## src/rtl/kf8259_common_pkg.sv

```systemverilog
// rtl/kf8259_common_pkg.sv - shared FSM state, OCW2 command codes and control-word bit positions
package kf8259_common_pkg;

    typedef enum logic [1:0] {
        CMD_READY = 2'd0,
        WAIT_ICW2 = 2'd1,
        WAIT_ICW3 = 2'd2,
        WAIT_ICW4 = 2'd3
    } init_state_t;

    // {R, SL, EOI} encodings carried in OCW2 D[7:5]
    localparam logic [2:0] OCW2_CLR_AROT    = 3'b000;
    localparam logic [2:0] OCW2_NS_EOI      = 3'b001;
    localparam logic [2:0] OCW2_NOP         = 3'b010;
    localparam logic [2:0] OCW2_SP_EOI      = 3'b011;
    localparam logic [2:0] OCW2_SET_AROT    = 3'b100;
    localparam logic [2:0] OCW2_ROT_NS_EOI  = 3'b101;
    localparam logic [2:0] OCW2_SET_PRIO    = 3'b110;
    localparam logic [2:0] OCW2_ROT_SP_EOI  = 3'b111;

    localparam int ICW1_IC4     = 0;
    localparam int ICW1_SNGL    = 1;
    localparam int ICW1_LTIM    = 3;
    localparam int ICW2_VEC_LSB = 3;
    localparam int ICW4_MSB     = 4;
    localparam int OCW3_RIS     = 0;
    localparam int OCW3_RR      = 1;
    localparam int OCW3_P       = 2;
    localparam int OCW3_SMM     = 5;
    localparam int OCW3_ESMM    = 6;

endpackage

```

## src/rtl/kf8259_init_control_if.sv

```systemverilog
// rtl/kf8259_init_control_if.sv - strobe/data inputs and configuration outputs of the init sequencer
interface kf8259_init_control_if;

    logic [7:0] internal_data_bus;
    logic       write_initial_command_word_1;
    logic       write_initial_command_word_2_4;
    logic       write_operation_control_word_1;
    logic       write_operation_control_word_2;
    logic       write_operation_control_word_3;
    logic       read;

    logic       init_busy;
    logic       init_pulse;
    logic [4:0] interrupt_vector_base;
    logic       level_or_edge_triggered;
    logic       single_mode;
    logic [7:0] cascade_config;
    logic [4:0] icw4_config;
    logic [7:0] interrupt_mask;
    logic [2:0] lowest_priority;
    logic       auto_rotate_mode;
    logic       eoi_nonspecific;
    logic       eoi_specific;
    logic       eoi_rotate;
    logic [2:0] eoi_level;
    logic       read_isr_select;
    logic       special_mask_mode;
    logic       poll_pending;

    modport master (
        output internal_data_bus, write_initial_command_word_1, write_initial_command_word_2_4,
               write_operation_control_word_1, write_operation_control_word_2,
               write_operation_control_word_3, read,
        input  init_busy, init_pulse, interrupt_vector_base, level_or_edge_triggered, single_mode,
               cascade_config, icw4_config, interrupt_mask, lowest_priority, auto_rotate_mode,
               eoi_nonspecific, eoi_specific, eoi_rotate, eoi_level, read_isr_select,
               special_mask_mode, poll_pending
    );

    modport slave (
        input  internal_data_bus, write_initial_command_word_1, write_initial_command_word_2_4,
               write_operation_control_word_1, write_operation_control_word_2,
               write_operation_control_word_3, read,
        output init_busy, init_pulse, interrupt_vector_base, level_or_edge_triggered, single_mode,
               cascade_config, icw4_config, interrupt_mask, lowest_priority, auto_rotate_mode,
               eoi_nonspecific, eoi_specific, eoi_rotate, eoi_level, read_isr_select,
               special_mask_mode, poll_pending
    );

endinterface

```

## src/rtl/kf8259_ocw2_decoder.sv

```systemverilog
// rtl/kf8259_ocw2_decoder.sv - combinational OCW2 {R, SL, EOI} command decode
module kf8259_ocw2_decoder
    import kf8259_common_pkg::*;
(
    input  logic [2:0] i_cmd,
    output logic       o_eoi_nonspecific,
    output logic       o_eoi_specific,
    output logic       o_eoi_rotate,
    output logic       o_load_priority,
    output logic       o_set_auto_rotate,
    output logic       o_clear_auto_rotate
);

    always_comb begin
        o_eoi_nonspecific   = 1'b0;
        o_eoi_specific      = 1'b0;
        o_eoi_rotate        = 1'b0;
        o_load_priority     = 1'b0;
        o_set_auto_rotate   = 1'b0;
        o_clear_auto_rotate = 1'b0;
        case (i_cmd)
            OCW2_CLR_AROT:   o_clear_auto_rotate = 1'b1;
            OCW2_NS_EOI:     o_eoi_nonspecific   = 1'b1;
            OCW2_NOP:        ;
            OCW2_SP_EOI:     o_eoi_specific      = 1'b1;
            OCW2_SET_AROT:   o_set_auto_rotate   = 1'b1;
            OCW2_ROT_NS_EOI: begin
                o_eoi_nonspecific = 1'b1;
                o_eoi_rotate      = 1'b1;
            end
            OCW2_SET_PRIO:   o_load_priority     = 1'b1;
            OCW2_ROT_SP_EOI: begin
                o_eoi_specific  = 1'b1;
                o_eoi_rotate    = 1'b1;
                o_load_priority = 1'b1;
            end
            default: ;
        endcase
    end

endmodule

```

## src/rtl/kf8259_init_control.sv

```systemverilog
// rtl/kf8259_init_control.sv - ICW1..ICW4 sequencer holding configuration and OCW state
module kf8259_init_control
    import kf8259_common_pkg::*;
(
    input  logic                    clock,
    input  logic                    reset_n,
    kf8259_init_control_if.slave    bus
);

    init_state_t r_state;
    logic        r_ic4;
    logic        r_read_d;
    logic        r_init_pulse;
    logic [4:0]  r_vector_base;
    logic        r_ltim;
    logic        r_sngl;
    logic [7:0]  r_cascade;
    logic [4:0]  r_icw4;
    logic [7:0]  r_mask;
    logic [2:0]  r_lowest_priority;
    logic        r_auto_rotate;
    logic        r_eoi_nonspecific;
    logic        r_eoi_specific;
    logic        r_eoi_rotate;
    logic [2:0]  r_eoi_level;
    logic        r_read_isr;
    logic        r_smm;
    logic        r_poll;

    logic [7:0]  w_data;
    logic        w_addr1_write;
    logic        w_ocw2_accept;
    logic        w_ocw3_accept;
    logic        w_read_fall;
    logic        w_dec_ns;
    logic        w_dec_sp;
    logic        w_dec_rot;
    logic        w_dec_load;
    logic        w_dec_set_arot;
    logic        w_dec_clr_arot;

    assign w_data        = bus.internal_data_bus;
    // ICW2/3/4 and OCW1 share one A0=1 event; the state decides which it is
    assign w_addr1_write = bus.write_initial_command_word_2_4 | bus.write_operation_control_word_1;
    assign w_ocw2_accept = bus.write_operation_control_word_2 & (r_state == CMD_READY);
    assign w_ocw3_accept = bus.write_operation_control_word_3 & (r_state == CMD_READY);
    assign w_read_fall   = r_read_d & ~bus.read;

    kf8259_ocw2_decoder u_ocw2_decoder (
        .i_cmd               (w_data[7:5]),
        .o_eoi_nonspecific   (w_dec_ns),
        .o_eoi_specific      (w_dec_sp),
        .o_eoi_rotate        (w_dec_rot),
        .o_load_priority     (w_dec_load),
        .o_set_auto_rotate   (w_dec_set_arot),
        .o_clear_auto_rotate (w_dec_clr_arot)
    );

    always_ff @(posedge clock) begin
        if (!reset_n) begin
            r_state           <= CMD_READY;
            r_ic4             <= 1'b0;
            r_read_d          <= 1'b0;
            r_init_pulse      <= 1'b0;
            r_vector_base     <= 5'd0;
            r_ltim            <= 1'b0;
            r_sngl            <= 1'b0;
            r_cascade         <= 8'd0;
            r_icw4            <= 5'd0;
            r_mask            <= 8'd0;
            r_lowest_priority <= 3'd7;
            r_auto_rotate     <= 1'b0;
            r_eoi_nonspecific <= 1'b0;
            r_eoi_specific    <= 1'b0;
            r_eoi_rotate      <= 1'b0;
            r_eoi_level       <= 3'd0;
            r_read_isr        <= 1'b0;
            r_smm             <= 1'b0;
            r_poll            <= 1'b0;
        end else begin
            r_init_pulse      <= 1'b0;
            r_eoi_nonspecific <= 1'b0;
            r_eoi_specific    <= 1'b0;
            r_eoi_rotate      <= 1'b0;
            r_read_d          <= bus.read;
            if (w_read_fall) begin
                r_poll <= 1'b0;
            end

            if (bus.write_initial_command_word_1) begin
                r_state           <= WAIT_ICW2;
                r_ltim            <= w_data[ICW1_LTIM];
                r_sngl            <= w_data[ICW1_SNGL];
                r_ic4             <= w_data[ICW1_IC4];
                r_mask            <= 8'd0;
                r_smm             <= 1'b0;
                r_auto_rotate     <= 1'b0;
                r_read_isr        <= 1'b0;
                r_poll            <= 1'b0;
                r_lowest_priority <= 3'd7;
                r_init_pulse      <= 1'b1;
                if (!w_data[ICW1_IC4]) begin
                    r_icw4 <= 5'd0;
                end
            end else if (w_addr1_write) begin
                case (r_state)
                    WAIT_ICW2: begin
                        r_vector_base <= w_data[7:ICW2_VEC_LSB];
                        if (!r_sngl)
                            r_state <= WAIT_ICW3;
                        else if (r_ic4)
                            r_state <= WAIT_ICW4;
                        else
                            r_state <= CMD_READY;
                    end
                    WAIT_ICW3: begin
                        r_cascade <= w_data;
                        r_state   <= r_ic4 ? WAIT_ICW4 : CMD_READY;
                    end
                    WAIT_ICW4: begin
                        r_icw4  <= w_data[ICW4_MSB:0];
                        r_state <= CMD_READY;
                    end
                    default: r_mask <= w_data;
                endcase
            end else if (w_ocw2_accept) begin
                r_eoi_nonspecific <= w_dec_ns;
                r_eoi_specific    <= w_dec_sp;
                r_eoi_rotate      <= w_dec_rot;
                r_eoi_level       <= w_data[2:0];
                if (w_dec_load)
                    r_lowest_priority <= w_data[2:0];
                if (w_dec_set_arot)
                    r_auto_rotate <= 1'b1;
                else if (w_dec_clr_arot)
                    r_auto_rotate <= 1'b0;
            end else if (w_ocw3_accept) begin
                if (w_data[OCW3_RR])
                    r_read_isr <= w_data[OCW3_RIS];
                if (w_data[OCW3_ESMM])
                    r_smm <= w_data[OCW3_SMM];
                if (w_data[OCW3_P])
                    r_poll <= 1'b1;
            end
        end
    end

    assign bus.init_busy               = (r_state != CMD_READY);
    assign bus.init_pulse              = r_init_pulse;
    assign bus.interrupt_vector_base   = r_vector_base;
    assign bus.level_or_edge_triggered = r_ltim;
    assign bus.single_mode             = r_sngl;
    assign bus.cascade_config          = r_cascade;
    assign bus.icw4_config             = r_icw4;
    assign bus.interrupt_mask          = r_mask;
    assign bus.lowest_priority         = r_lowest_priority;
    assign bus.auto_rotate_mode        = r_auto_rotate;
    assign bus.eoi_nonspecific         = r_eoi_nonspecific;
    assign bus.eoi_specific            = r_eoi_specific;
    assign bus.eoi_rotate              = r_eoi_rotate;
    assign bus.eoi_level               = r_eoi_level;
    assign bus.read_isr_select         = r_read_isr;
    assign bus.special_mask_mode       = r_smm;
    assign bus.poll_pending            = r_poll;

endmodule

```

## src/flat_wrapper.sv

```systemverilog
// flat-port wrapper written by rule: the top's interface ports become plain ports
module kf8259_init_control_flat import kf8259_common_pkg::*;
  (clock, reset_n, bus_internal_data_bus, bus_write_initial_command_word_1, bus_write_initial_command_word_2_4, bus_write_operation_control_word_1, bus_write_operation_control_word_2, bus_write_operation_control_word_3, bus_read, bus_init_busy, bus_init_pulse, bus_interrupt_vector_base, bus_level_or_edge_triggered, bus_single_mode, bus_cascade_config, bus_icw4_config, bus_interrupt_mask, bus_lowest_priority, bus_auto_rotate_mode, bus_eoi_nonspecific, bus_eoi_specific, bus_eoi_rotate, bus_eoi_level, bus_read_isr_select, bus_special_mask_mode, bus_poll_pending);
  kf8259_init_control_if bus_i ();
  input  logic clock;
  input  logic reset_n;
  input wire logic [$bits(bus_i.internal_data_bus)-1:0] bus_internal_data_bus;
  input wire logic [$bits(bus_i.write_initial_command_word_1)-1:0] bus_write_initial_command_word_1;
  input wire logic [$bits(bus_i.write_initial_command_word_2_4)-1:0] bus_write_initial_command_word_2_4;
  input wire logic [$bits(bus_i.write_operation_control_word_1)-1:0] bus_write_operation_control_word_1;
  input wire logic [$bits(bus_i.write_operation_control_word_2)-1:0] bus_write_operation_control_word_2;
  input wire logic [$bits(bus_i.write_operation_control_word_3)-1:0] bus_write_operation_control_word_3;
  input wire logic [$bits(bus_i.read)-1:0] bus_read;
  output wire logic [$bits(bus_i.init_busy)-1:0] bus_init_busy;
  output wire logic [$bits(bus_i.init_pulse)-1:0] bus_init_pulse;
  output wire logic [$bits(bus_i.interrupt_vector_base)-1:0] bus_interrupt_vector_base;
  output wire logic [$bits(bus_i.level_or_edge_triggered)-1:0] bus_level_or_edge_triggered;
  output wire logic [$bits(bus_i.single_mode)-1:0] bus_single_mode;
  output wire logic [$bits(bus_i.cascade_config)-1:0] bus_cascade_config;
  output wire logic [$bits(bus_i.icw4_config)-1:0] bus_icw4_config;
  output wire logic [$bits(bus_i.interrupt_mask)-1:0] bus_interrupt_mask;
  output wire logic [$bits(bus_i.lowest_priority)-1:0] bus_lowest_priority;
  output wire logic [$bits(bus_i.auto_rotate_mode)-1:0] bus_auto_rotate_mode;
  output wire logic [$bits(bus_i.eoi_nonspecific)-1:0] bus_eoi_nonspecific;
  output wire logic [$bits(bus_i.eoi_specific)-1:0] bus_eoi_specific;
  output wire logic [$bits(bus_i.eoi_rotate)-1:0] bus_eoi_rotate;
  output wire logic [$bits(bus_i.eoi_level)-1:0] bus_eoi_level;
  output wire logic [$bits(bus_i.read_isr_select)-1:0] bus_read_isr_select;
  output wire logic [$bits(bus_i.special_mask_mode)-1:0] bus_special_mask_mode;
  output wire logic [$bits(bus_i.poll_pending)-1:0] bus_poll_pending;
  assign bus_i.internal_data_bus = bus_internal_data_bus;
  assign bus_i.write_initial_command_word_1 = bus_write_initial_command_word_1;
  assign bus_i.write_initial_command_word_2_4 = bus_write_initial_command_word_2_4;
  assign bus_i.write_operation_control_word_1 = bus_write_operation_control_word_1;
  assign bus_i.write_operation_control_word_2 = bus_write_operation_control_word_2;
  assign bus_i.write_operation_control_word_3 = bus_write_operation_control_word_3;
  assign bus_i.read = bus_read;
  assign bus_init_busy = bus_i.init_busy;
  assign bus_init_pulse = bus_i.init_pulse;
  assign bus_interrupt_vector_base = bus_i.interrupt_vector_base;
  assign bus_level_or_edge_triggered = bus_i.level_or_edge_triggered;
  assign bus_single_mode = bus_i.single_mode;
  assign bus_cascade_config = bus_i.cascade_config;
  assign bus_icw4_config = bus_i.icw4_config;
  assign bus_interrupt_mask = bus_i.interrupt_mask;
  assign bus_lowest_priority = bus_i.lowest_priority;
  assign bus_auto_rotate_mode = bus_i.auto_rotate_mode;
  assign bus_eoi_nonspecific = bus_i.eoi_nonspecific;
  assign bus_eoi_specific = bus_i.eoi_specific;
  assign bus_eoi_rotate = bus_i.eoi_rotate;
  assign bus_eoi_level = bus_i.eoi_level;
  assign bus_read_isr_select = bus_i.read_isr_select;
  assign bus_special_mask_mode = bus_i.special_mask_mode;
  assign bus_poll_pending = bus_i.poll_pending;
  kf8259_init_control u_core (.clock(clock), .reset_n(reset_n), .bus(bus_i));
endmodule
```

## config.mk

```make
export PLATFORM = sky130hd
export DESIGN_NAME = kf8259_init_control_flat
export DESIGN_NICKNAME = d
export VERILOG_FILES = /design/src/rtl/kf8259_common_pkg.sv /design/src/rtl/kf8259_init_control_if.sv /design/src/rtl/kf8259_ocw2_decoder.sv /design/src/rtl/kf8259_init_control.sv /design/src/flat_wrapper.sv
export SDC_FILE = /design/constraint.sdc
export NUM_CORES = 1
export LEC_CHECK = 0
export CORE_UTILIZATION = 43
export CTS_BUF_LIST = sky130_fd_sc_hd__clkbuf_4 sky130_fd_sc_hd__clkbuf_8
export CTS_CLUSTER_DIAMETER = 40
export DETAILED_ROUTE_END_ITERATION = 10
export HOLD_SLACK_MARGIN = 0.06
export PLACE_DENSITY = 0.72
export SLEW_MARGIN = 0
export SYNTH_ARGS = -nofsm -noshare
export SYNTH_HDL_FRONTEND = slang
export SYNTH_SLANG_ARGS = --single-unit
```

## constraint.sdc

```tcl
create_clock -name clock -period 3.9 [get_ports clock]
set_input_delay 0.78 -clock clock [delete_from_list [all_inputs] [get_ports clock]]
set_output_delay 0.78 -clock clock [all_outputs]
set_load 0.01 [all_outputs]
```

# Yosys cells after proc, flatten, opt, wreduce, memory -nomap -nowiden
# Index checks and enable logic that the tools add are counted.
# op_classes
n_mux	23
n_reduce_logical	26
n_eq_ne	10
bitwise_logic	10
# ops
op	count
two-way mux 5 bit	4
AND reduction 3 bit	6
two-way mux 1 bit	16
== test 3 bit (second input constant)	4
OR reduction 2 bit	5
AND reduction 4 bit	2
nonzero test 2 bit	4
NOT 1 bit	6
one-hot mux 2 bit (3 select lines)	1
AND reduction 2 bit	3
== test 2 bit (second input constant)	2
two-way mux 2 bit	2
nonzero test 4 bit	1
OR reduction 4 bit	1
AND 1 bit	3
== test 3 x 1 -> 1 bit (second input constant)	1
== test 3 x 2 -> 1 bit (second input constant)	1
zero test 3 bit	1
nonzero test 3 bit	1
OR reduction 3 bit	1
== test 2 x 1 -> 1 bit (second input constant)	1
zero test 2 bit	1
inequality test 2 bit (second input constant)	1
OR 1 bit	1
# word_totals
output_inout_bits	43
regBits	46
wordCells	89

# Depth between registers and ports, before layout
# Gate-level depths: netlist of run 1.
# logic_depth
word_depth	7
ltp_mapped	5
ltp_nobuf	4

# Modules after synthesis
# Synthesis of run 1 repeated with hierarchy kept, for this count alone.
# unflattened
cells_unflattened	211
area_unflattened_um2	1964.4
# by_module_without_submodules
module	cells_each	area_each_um2	instances	seq_area_each_um2
kf8259_init_control	205	1919.3	1	920.9
kf8259_ocw2_decoder	6	45.0	1	0.0

# Worst setup path before layout of run 1
# OpenSTA, ideal clock, no wires.
# synth_timing
path_kind	in2reg
start	in bus_write_operation_control_word_1
end	reg u_core.r_eoi_level[0] (netlist: u_core.bus.eoi_level[0])
t_arrival_ns	1.835
cell_stages	4
n_path_buf	1
slack_ns	1.942
path_cell_list	or4_4 or3_1 clkbuf_1 mux2i_1
# synth_via
elab_chain_cells	3
# synth_rtl
item	line	rtl
start: declaration	flat_wrapper.sv:10	input wire logic [$bits(bus_i.write_operation_control_word_1)-1:0] bus_write_operation_control_word_1;
OR 1 bit	kf8259_init_control.sv:44	assign w_addr1_write = bus.write_initial_command_word_2_4 | bus.write_operation_control_word_1;
NOT 1 bit (no line)	--	
AND reduction 3 bit (no line)	--	
end signal: assignment	kf8259_init_control.sv:130	r_eoi_level <= w_data[2:0];
end: declaration	kf8259_init_control.sv:25	logic [2:0] r_eoi_level;
# Every way passes these cells.
# A chain may end at the register's enable or synchronous reset.

# Final worst setup path of run 1
# layout_timing
start	reg u_core.r_state[0]
end	out bus_init_busy
# layout_via
elab_chain_cells	1
# layout_rtl
item	line	rtl
start: declaration	kf8259_init_control.sv:10	init_state_t r_state;
start signal: assignment	kf8259_init_control.sv:118	r_state <= r_ic4 ? WAIT_ICW4 : CMD_READY;
nonzero test 2 bit	kf8259_init_control.sv:148	assign bus.init_busy = (r_state != CMD_READY);
end: declaration	flat_wrapper.sv:14	output wire logic [$bits(bus_i.init_busy)-1:0] bus_init_busy;
# Every way passes these cells.

==> flow_summary.toml, run 1 <==
[logic_synthesis]
yosysWarnings = 0
synth-edff-count = 0
synth.distinct_cells = 29
synth_top_cell_area_share = 0.483
synth_top_flop_cell = "dfxtp_1"
ys_ff_latch = 46
synth_nets = 227
synth.area.top_cells = "dfxtp_1 48%, mux2i_1 11%, nand2_1 5.7%"
async_flop_share = 0
seq_area_frac_synth = 0.483
yosys.area.top_type = "dfxtp_1"
synth_area_um2 = 1910
synth.avg_cell_area_um2 = 9.04
synth_cells = 211

[timing]
max_freq_mhz = 352
fin_setup_tns_ns = 0
drv_slew = 0
finalSetupViolCount = 0
skew_ns = 0.00483
timing.final.crit_share = 0.729
finalWorstSetupSlack_ns = 1.06
grt_setup_unrepaired = "no"
relSlewSlack = 0.440
finalHoldViolations = 0
period_needed_ns = 2.84
tightestPinTransition_ns = 0.837

[die]
dieHeight_um = 68.6
core_um2 = 4120
die_area_um2 = 4700
rows = 23
ios = 59
die_x_um = 68.6
start_util = 0.463

[grt]
grtUsageTotal = 0.197
grt_pass1_vias = 1531
antenna_found_initial = 0
grt_max_degree = 33
grt_pass1_wl_um = 6930
overflow = 0

[route]
vias_per_cell = 5.46
ant_nets = 0
wirelength_um = 4540
drt_iter0_markers = 145
vias = 1704
drt-pass1-iter-count = 4
wl_per_cell_um = 14.6
drc = 0

[finish]
fin_cells = 312
layout-drive-gt1-share = 0.0573
diodes = 0
syn2layout_area_growth_pct = 36.4
nNetsFinal = 277

[power]
p_leak_uw = 0.000941
ir_drop_mv = 0.251
power_density_nw_per_um2 = 345
power.total_uw = 896

[clock_network]
cts_tree = "yes"
numCtsBuffers = 5
cts_sinks = 46
h-tree-depth = 2
clkTransAtPathRegs_ns = 0.08
worstSkewPairLatency_ns = 0.30
cts.path.max_buffers = 2
cts_resized = 0
hold_buffers = 0
root_buffer = "clkbuf_8"
cts_setup_buffers = 0

[setup_path]
cp-end-kind = "output pin"
critical_path.max_fanout = 12
setup.worst_path.class = "reg -> out"
crit_required_ns = 3.12
cp.arrival_ns = 2.06
start_kind = "flip-flop"

[placed_design]
io_buffers = 58
dpl.hpwl_um = 3120
gp_congestion = 0.816
dp.cells = 304
place_ws_ns = 1.10

[min_path]
hp-class = "reg -> reg"

[outcome]
status = "completed"

[job]
maxCapViolCount = 0
## through the flow
stage	utilization	hold WS, ns	area (µm²)
6_report	0.632	0.455	2600
5_1_grt	0.632	0.482	2600
4_1_cts	0.632	0.459	2600
3_5_place_dp	0.609	0.448	2500
3_3_place_gp	0.609	0.443	2500
2_1_floorplan	-	0.479	1910
## state kept, by name (all words and copies together), names as in the netlist, 2 cells and up
register	cells
u_core.bus.cascade_config	8
u_core.bus.interrupt_mask	8
u_core.bus.icw4_config	5
u_core.bus.interrupt_vector_base	5
u_core.bus.eoi_level	3
u_core.bus.lowest_priority	3
u_core.r_state	2
## critical path, stage by stage, from the launching register on
cell	delay (ns)
dfxtp_1	0.44
nor2_1	0.50
inv_1	0.28
clkdlybuf4s50_1	0.54
## layout by cell type, fill, tap and decap left out
cell,instances
dfxtp_1,46
or4_4,1
clkinv_2,1
nand2_1,29
clkdlybuf4s50_1,58
nor4_2,1
nor4b_2,2
clkinvlp_4,1
o211a_1,1
inv_1,5
o31ai_1,4
mux2i_1,21
nor2_1,7
nand3b_1,1
or3_1,1
buf_4,2
or2_2,1
nor2b_1,5
nand4b_1,10
a21oi_1,10
o21ai_0,9
a311oi_1,1
o211ai_1,2
a31oi_1,2
nand3_1,19
clkbuf_8,6
nand2b_1,3
and2_1,3
o41ai_1,1
nand4_1,9
## cell usage after synthesis (2+ instances only)
cell type	n
dfxtp_1	46
nand2_1	29
mux2i_1	21
nand3_1	19
clkbuf_1	14
a21oi_1	10
nand4b_1	10
nand4_1	9
o21ai_0	9
nor2_1	7
inv_1	5
nor2b_1	5
o31ai_1	4
and2_1	3
nand2b_1	3
a31oi_1	2
buf_2	2
o211ai_1	2
## report_power, final
group	internal (µW)	switching (µW)	leakage (µW)
registers	481	8.98	0.000373
logic	49.7	58.2	0.000520
clock network	142	157	0.0000472
total	673	224	0.000941
## path summary, 6_finish.rpt
path	start	end	slack (ns)	depth (start not counted)
worst max-delay path	u_core.r_state[0]	bus_init_busy	1.06	3
worst min-delay path	u_core.bus.cascade_config[1]	u_core.bus.cascade_config[1]	0.46	2
worst max register to register	u_core.r_state[1]	u_core.bus.eoi_level[2]	2.17	3
worst min register to register	u_core.bus.cascade_config[1]	u_core.bus.cascade_config[1]	0.46	2
## routing by layer
| layer | vias up | GRT usage | wire, µm |
|---|---|---|---|
| li1 | 851 | - | - |
| met1 | 788 | 0.244 | 2090 |
| met3 | 5 | 0.0428 | 301 |
| met4 | 0 | 0.0651 | 44 |
| met5 | - | 0 | 0 |
| met2 | 60 | 0.337 | 2100 |
## area by class of cell
class / instances / area [µm²]
sequential: 46 / 921
clock buffer: 6 / 82.6
inverter: 5 / 18.8
tap: 50 / 62.6
multi-input combinational: 143 / 907
clock inverter: 2 / 12.5
timing repair buffer: 60 / 596
fill: 371 / 1520
## cells by family after synthesis
logic type	Yosys count	share of synthesized area
AO/OA/AOI/OAI	30	0.0945
flip-flops	46	0.483
multiplexers	21	0.110
buffers and inverters	22	0.0446
AND/OR/NAND/NOR	92	0.268
No activity file was read; power rests on OpenSTA's default activity.
==> inputs of run 2 (changes only) <==
==> constraint.sdc (replaced) <==
create_clock -name clock -period 2.67 [get_ports clock]
set_input_delay 0.534 -clock clock [delete_from_list [all_inputs] [get_ports clock]]
set_output_delay 0.534 -clock clock [all_outputs]
set_load 0.01 [all_outputs]
==> run 2 against run 1 <==
Compared with the run above: critical endpoint unchanged; power increased by 53%; worst setup slack got worse by 0.90 ns; first-iteration DRC count decreased by 29%; final area increased by 2.0%; largest cell class unchanged; critical path depth unchanged; sequential share of layout area decreased by 0.69 points; critical path type unchanged; die area unchanged; sequential power increased by 46%; clock power increased by 66%; via count increased by 1.1%; utilization increased by 1.2 points; register-to-register slack got worse by 1.2 ns.
==> flow_summary.toml, run 2 (synthesis results as in run 1) <==
[timing]
grt_setup_unrepaired = "no"
timing.final.crit_share = 0.942
tightestPinTransition_ns = 0.665
period_needed_ns = 2.52
fin_setup_tns_ns = 0
finalHoldViolations = 0
max_freq_mhz = 398
skew_ns = 0.00824
finalSetupViolCount = 0
drv_slew = 0
relSlewSlack = 0.553
timing.hold.ws_ns = 0.462

[grt]
antenna_found_initial = 0
grt_pass1_wl_um = 7020
grt_max_degree = 33
overflow = 0
grt_pass1_vias = 1508
grtUsageTotal = 0.204

[clock_network]
h-tree-depth = 2
cts_tree = "yes"
cts_resized = 0
worstSkewPairLatency_ns = 0.29
cts_sinks = 46
cts_setup_buffers = 0
clkTransAtPathRegs_ns = 0.09
hold_buffers = 0
cts.path.max_buffers = 2
root_buffer = "clkbuf_8"
numCtsBuffers = 5

[setup_path]
crit_required_ns = 2.14
setup.worst_path.class = "reg -> out"
cp-end-kind = "output pin"
critical_path.max_fanout = 11
cp.arrival_ns = 1.98
start_kind = "flip-flop"

[route]
drc = 0
drt-pass1-iter-count = 4
drt_iter0_markers = 103
wirelength_um = 4490
wl_per_cell_um = 14.2
ant_nets = 0
vias = 1722
vias_per_cell = 5.43

[outcome]
status = "completed"

[power]
p_leak_uw = 0.000977
ir_drop_mv = 0.294
power_density_nw_per_um2 = 518

[die]
die_x_um = 68.6
dieHeight_um = 68.6
ios = 59
die_area_um2 = 4700
rows = 23
core_um2 = 4120
start_util = 0.463

[finish]
seqCellArea_um2 = 921
final_common_cell = "clkdlybuf4s50_1"
multiInputGateArea_um2 = 907
diodes = 0
final_cell_mix = "58 x clkdlybuf4s50_1, 46 x dfxtp_1, 29 x nand2_1"
fillers = 368
nNetsFinal = 282
layout-drive-gt1-share = 0.0749
final_util = 0.644
syn2layout_area_growth_pct = 39.0

[min_path]
hp-class = "reg -> reg"

[placed_design]
gp_congestion = 0.844
dpl.hpwl_um = 3200
io_buffers = 58

[job]
maxCapViolCount = 0
run 2: changes by cell type in the layout (fill, tap and decap cells not counted), sizes merged:
| cell | delta |
|---|---|
| clkinv | +1 |
| buf | +5 |
| bufinv | +1 |
| clkinvlp | -1 |
| clkbuf | -1 |
run 2: critical path, stage by stage (launching register included):
cell             delay, ns
dfxtp_1               0.43
nor2_1                0.46
inv_1                 0.26
clkdlybuf4s50_1       0.53
run 2: per-layer routing:
metal	up-vias	global-route usage	share of wire
met4	0	0.0781	0.0040
met5	-	0	0
met3	2	0.0345	0.062
li1	862	-	-
met1	805	0.255	0.45
met2	53	0.346	0.48
run 2: worst paths after layout:
path	slack, ns	startpoint	endpoint	depth (start not counted)
worst max-delay path	0.15	u_core.r_state[1]	bus_init_busy	3
worst min-delay path	0.46	u_core.bus.eoi_level[1]	u_core.bus.eoi_level[1]	2
worst max register to register	0.96	u_core.r_state[1]	u_core.bus.eoi_level[2]	3
worst min register to register	0.46	u_core.bus.eoi_level[1]	u_core.bus.eoi_level[1]	2
run 2: cell type report:
type                       count  area share
sequential                    46       0.347
inverter                       5     0.00708
clock inverter                 3      0.0151
multi-input combinational    143       0.342
clock buffer                   5      0.0260
timing repair buffer          65       0.239
tap                           50      0.0236
run 2: power breakdown:
| part | switching, µW | total [µW] | internal (µW) |
|---|---|---|---|
| sequential | 13.0 | 715 | 702 |
| clock | 222 | 497 | 275 |
| combinational | 84.4 | 161 | 76.9 |
run 2: stage by stage:
step                instances  worst slack (ns)  total power [µW]  cell area [µm²]
finish                    317             0.155              1370             2650
floorplan                 211             0.958               811             1910
global route              317            0.0109              1440             2650
global placement          309             0.433               891             2540
detailed placement        309             0.405               892             2540
CTS                       317             0.180              1390             2650
==> inputs of run 3 (changes only) <==
--- a/config.mk
+++ b/config.mk
@@ -5,12 +5,14 @@
 export SDC_FILE = /design/constraint.sdc
 export NUM_CORES = 1
 export LEC_CHECK = 0
-export CORE_UTILIZATION = 43
+export CELL_PAD_IN_SITES_DETAIL_PLACEMENT = 1
+export CELL_PAD_IN_SITES_GLOBAL_PLACEMENT = 2
+export CORE_UTILIZATION = 28
 export CTS_BUF_LIST = sky130_fd_sc_hd__clkbuf_4 sky130_fd_sc_hd__clkbuf_8
 export CTS_CLUSTER_DIAMETER = 40
 export DETAILED_ROUTE_END_ITERATION = 10
 export HOLD_SLACK_MARGIN = 0.06
-export PLACE_DENSITY = 0.72
+export PLACE_DENSITY_LB_ADDON = 0.1
 export SLEW_MARGIN = 0
 export SYNTH_ARGS = -nofsm -noshare
 export SYNTH_HDL_FRONTEND = slang
==> run 3 against run 2 <==
Compared with the run above: critical path type unchanged; worst setup slack improved by 0.13 ns; highest routed layer unchanged; the run now ends with DRC left; power grew 4.2%; largest cell class unchanged; via count grew 0.29%; combinational power up 4%.
==> flow_summary.toml, run 3 (synthesis results as in run 1) <==
[setup_path]
cp_slowest_cell = "dfxtp_1"
crit_path_cell_trace = "nor2_2 > inv_1 > clkdlybuf4s50_1"
setup.worst_path.class = "reg -> out"
cp-end-kind = "output pin"
critical_path.max_fanout = 12
max_stage_delay_ns = 0.59
cp.arrival_ns = 1.85
crit_required_ns = 2.14
start_kind = "flip-flop"

[route]
drt-pass1-iter-count = 9
wirelength_um = 5580
ant_nets = 0
vias_per_cell = 5.02
drt_iter0_markers = 49
wl_per_cell_um = 16.2
vias = 1727
drc = 10

[clock_network]
cts_tree = "yes"
h-tree-depth = 2
cts_resized = 0
cts.path.max_buffers = 2
hold_buffers = 0
cts_sinks = 46
root_buffer = "clkbuf_8"
numCtsBuffers = 5
clkTransAtPathRegs_ns = 0.10
cts_setup_buffers = 0
worstSkewPairLatency_ns = 0.31

[timing]
timing.final.crit_share = 0.894
finalWorstSetupSlack_ns = 0.282
timing.hold.ws_ns = 0.464
grt_setup_unrepaired = "no"
period_needed_ns = 2.39
fin_setup_tns_ns = 0
finalHoldViolations = 0
drv_slew = 0
max_freq_mhz = 419
relSlewSlack = 0.611
skew_ns = 0.0102
tightestPinTransition_ns = 0.581
finalSetupViolCount = 0

[finish]
nNetsFinal = 282
diodes = 0
syn2layout_area_growth_pct = 41.3
final_util = 0.417
fillers = 769
final_common_cell = "clkdlybuf4s50_1"
final_cell_mix = "58 x clkdlybuf4s50_1, 46 x dfxtp_1, 29 x nand2_1"
layout-drive-gt1-share = 0.0787
final_cell_area_um2 = 2700

[die]
ios = 59
dieHeight_um = 84.5
die_x_um = 84.5
rows = 29
start_util = 0.295
core_um2 = 6460
die_area_um2 = 7140

[outcome]
status = "finished, violations left"
violations = "DRC"

[placed_design]
dpl.hpwl_um = 3910
place_area_um2 = 2580
io_buffers = 58
place_ws_ns = 0.362
gp_congestion = 0.735

[grt]
antenna_found_initial = 0
grt_pass1_wl_um = 9010
overflow = 0
grt_pass1_vias = 1729
grtUsageTotal = 0.162
grt_max_degree = 40

[min_path]
hp-class = "reg -> reg"

[power]
p_leak_uw = 0.000979
power_density_nw_per_um2 = 531
ir_drop_mv = 0.227

[job]
maxCapViolCount = 0
[run 3: changes by cell type in the layout (fill, tap and decap cells not counted), sizes merged]
| cell | before | now |
|---|---|---|
| clkinv | 2 | 0 |
| inv | 5 | 7 |
[run 3: critical path, delay by kind of cell, from the launching register on]
kind / cells / cell delay, ns
flops: 1 / 0.59
buf+inv: 2 / 0.79
simple gates: 1 / 0.17
[run 3: cell type report]
cell class	count	area (µm²)	share of cell area
clock buffers	5	68.8	0.0255
clock inverters	3	47.5	0.0176
inverters	5	18.8	0.00696
multi-input cells	143	910	0.338
flip-flops and latches	46	921	0.342
well taps	77	96.3	0.0357
repair buffers	65	633	0.235
[run 3: report_power, final]
group | switching [µW] | internal (µW) | leakage (µW)
Combinational | 90.4 | 77.2 | 0.000547
Sequential | 13.6 | 702 | 0.000373
Clock | 262 | 286 | 0.0000591
Total | 366 | 1070 | 0.000979
[run 3: final timing paths]
| path | start | to | slack, ns | cells past startpoint |
|---|---|---|---|---|
| hold reg to reg | u_core.bus.cascade_config[2] | u_core.bus.cascade_config[2] | 0.46 | 2 |
| setup / recovery | u_core.r_state[0] | bus_init_busy | 0.28 | 3 |
| hold / removal | u_core.bus.cascade_config[2] | u_core.bus.cascade_config[2] | 0.46 | 2 |
| setup reg to reg | u_core.r_state[1] | u_core.bus.eoi_level[0] | 0.94 | 3 |
[run 3: routing by layer]
metal,wire [µm],track usage,up-vias
li1,-,-,856
met1,2780,0.225,822
met2,2510,0.252,43
met3,228,0.0364,6
met4,57,0.0478,0
met5,0,0,-
[run 3: per-stage QoR]
step           power, µW  instances
6_report            1430        344
5_1_grt             1500        344
4_1_cts             1450        344
3_5_place_dp         900        336
3_3_place_gp         898        336
2_1_floorplan        811        211
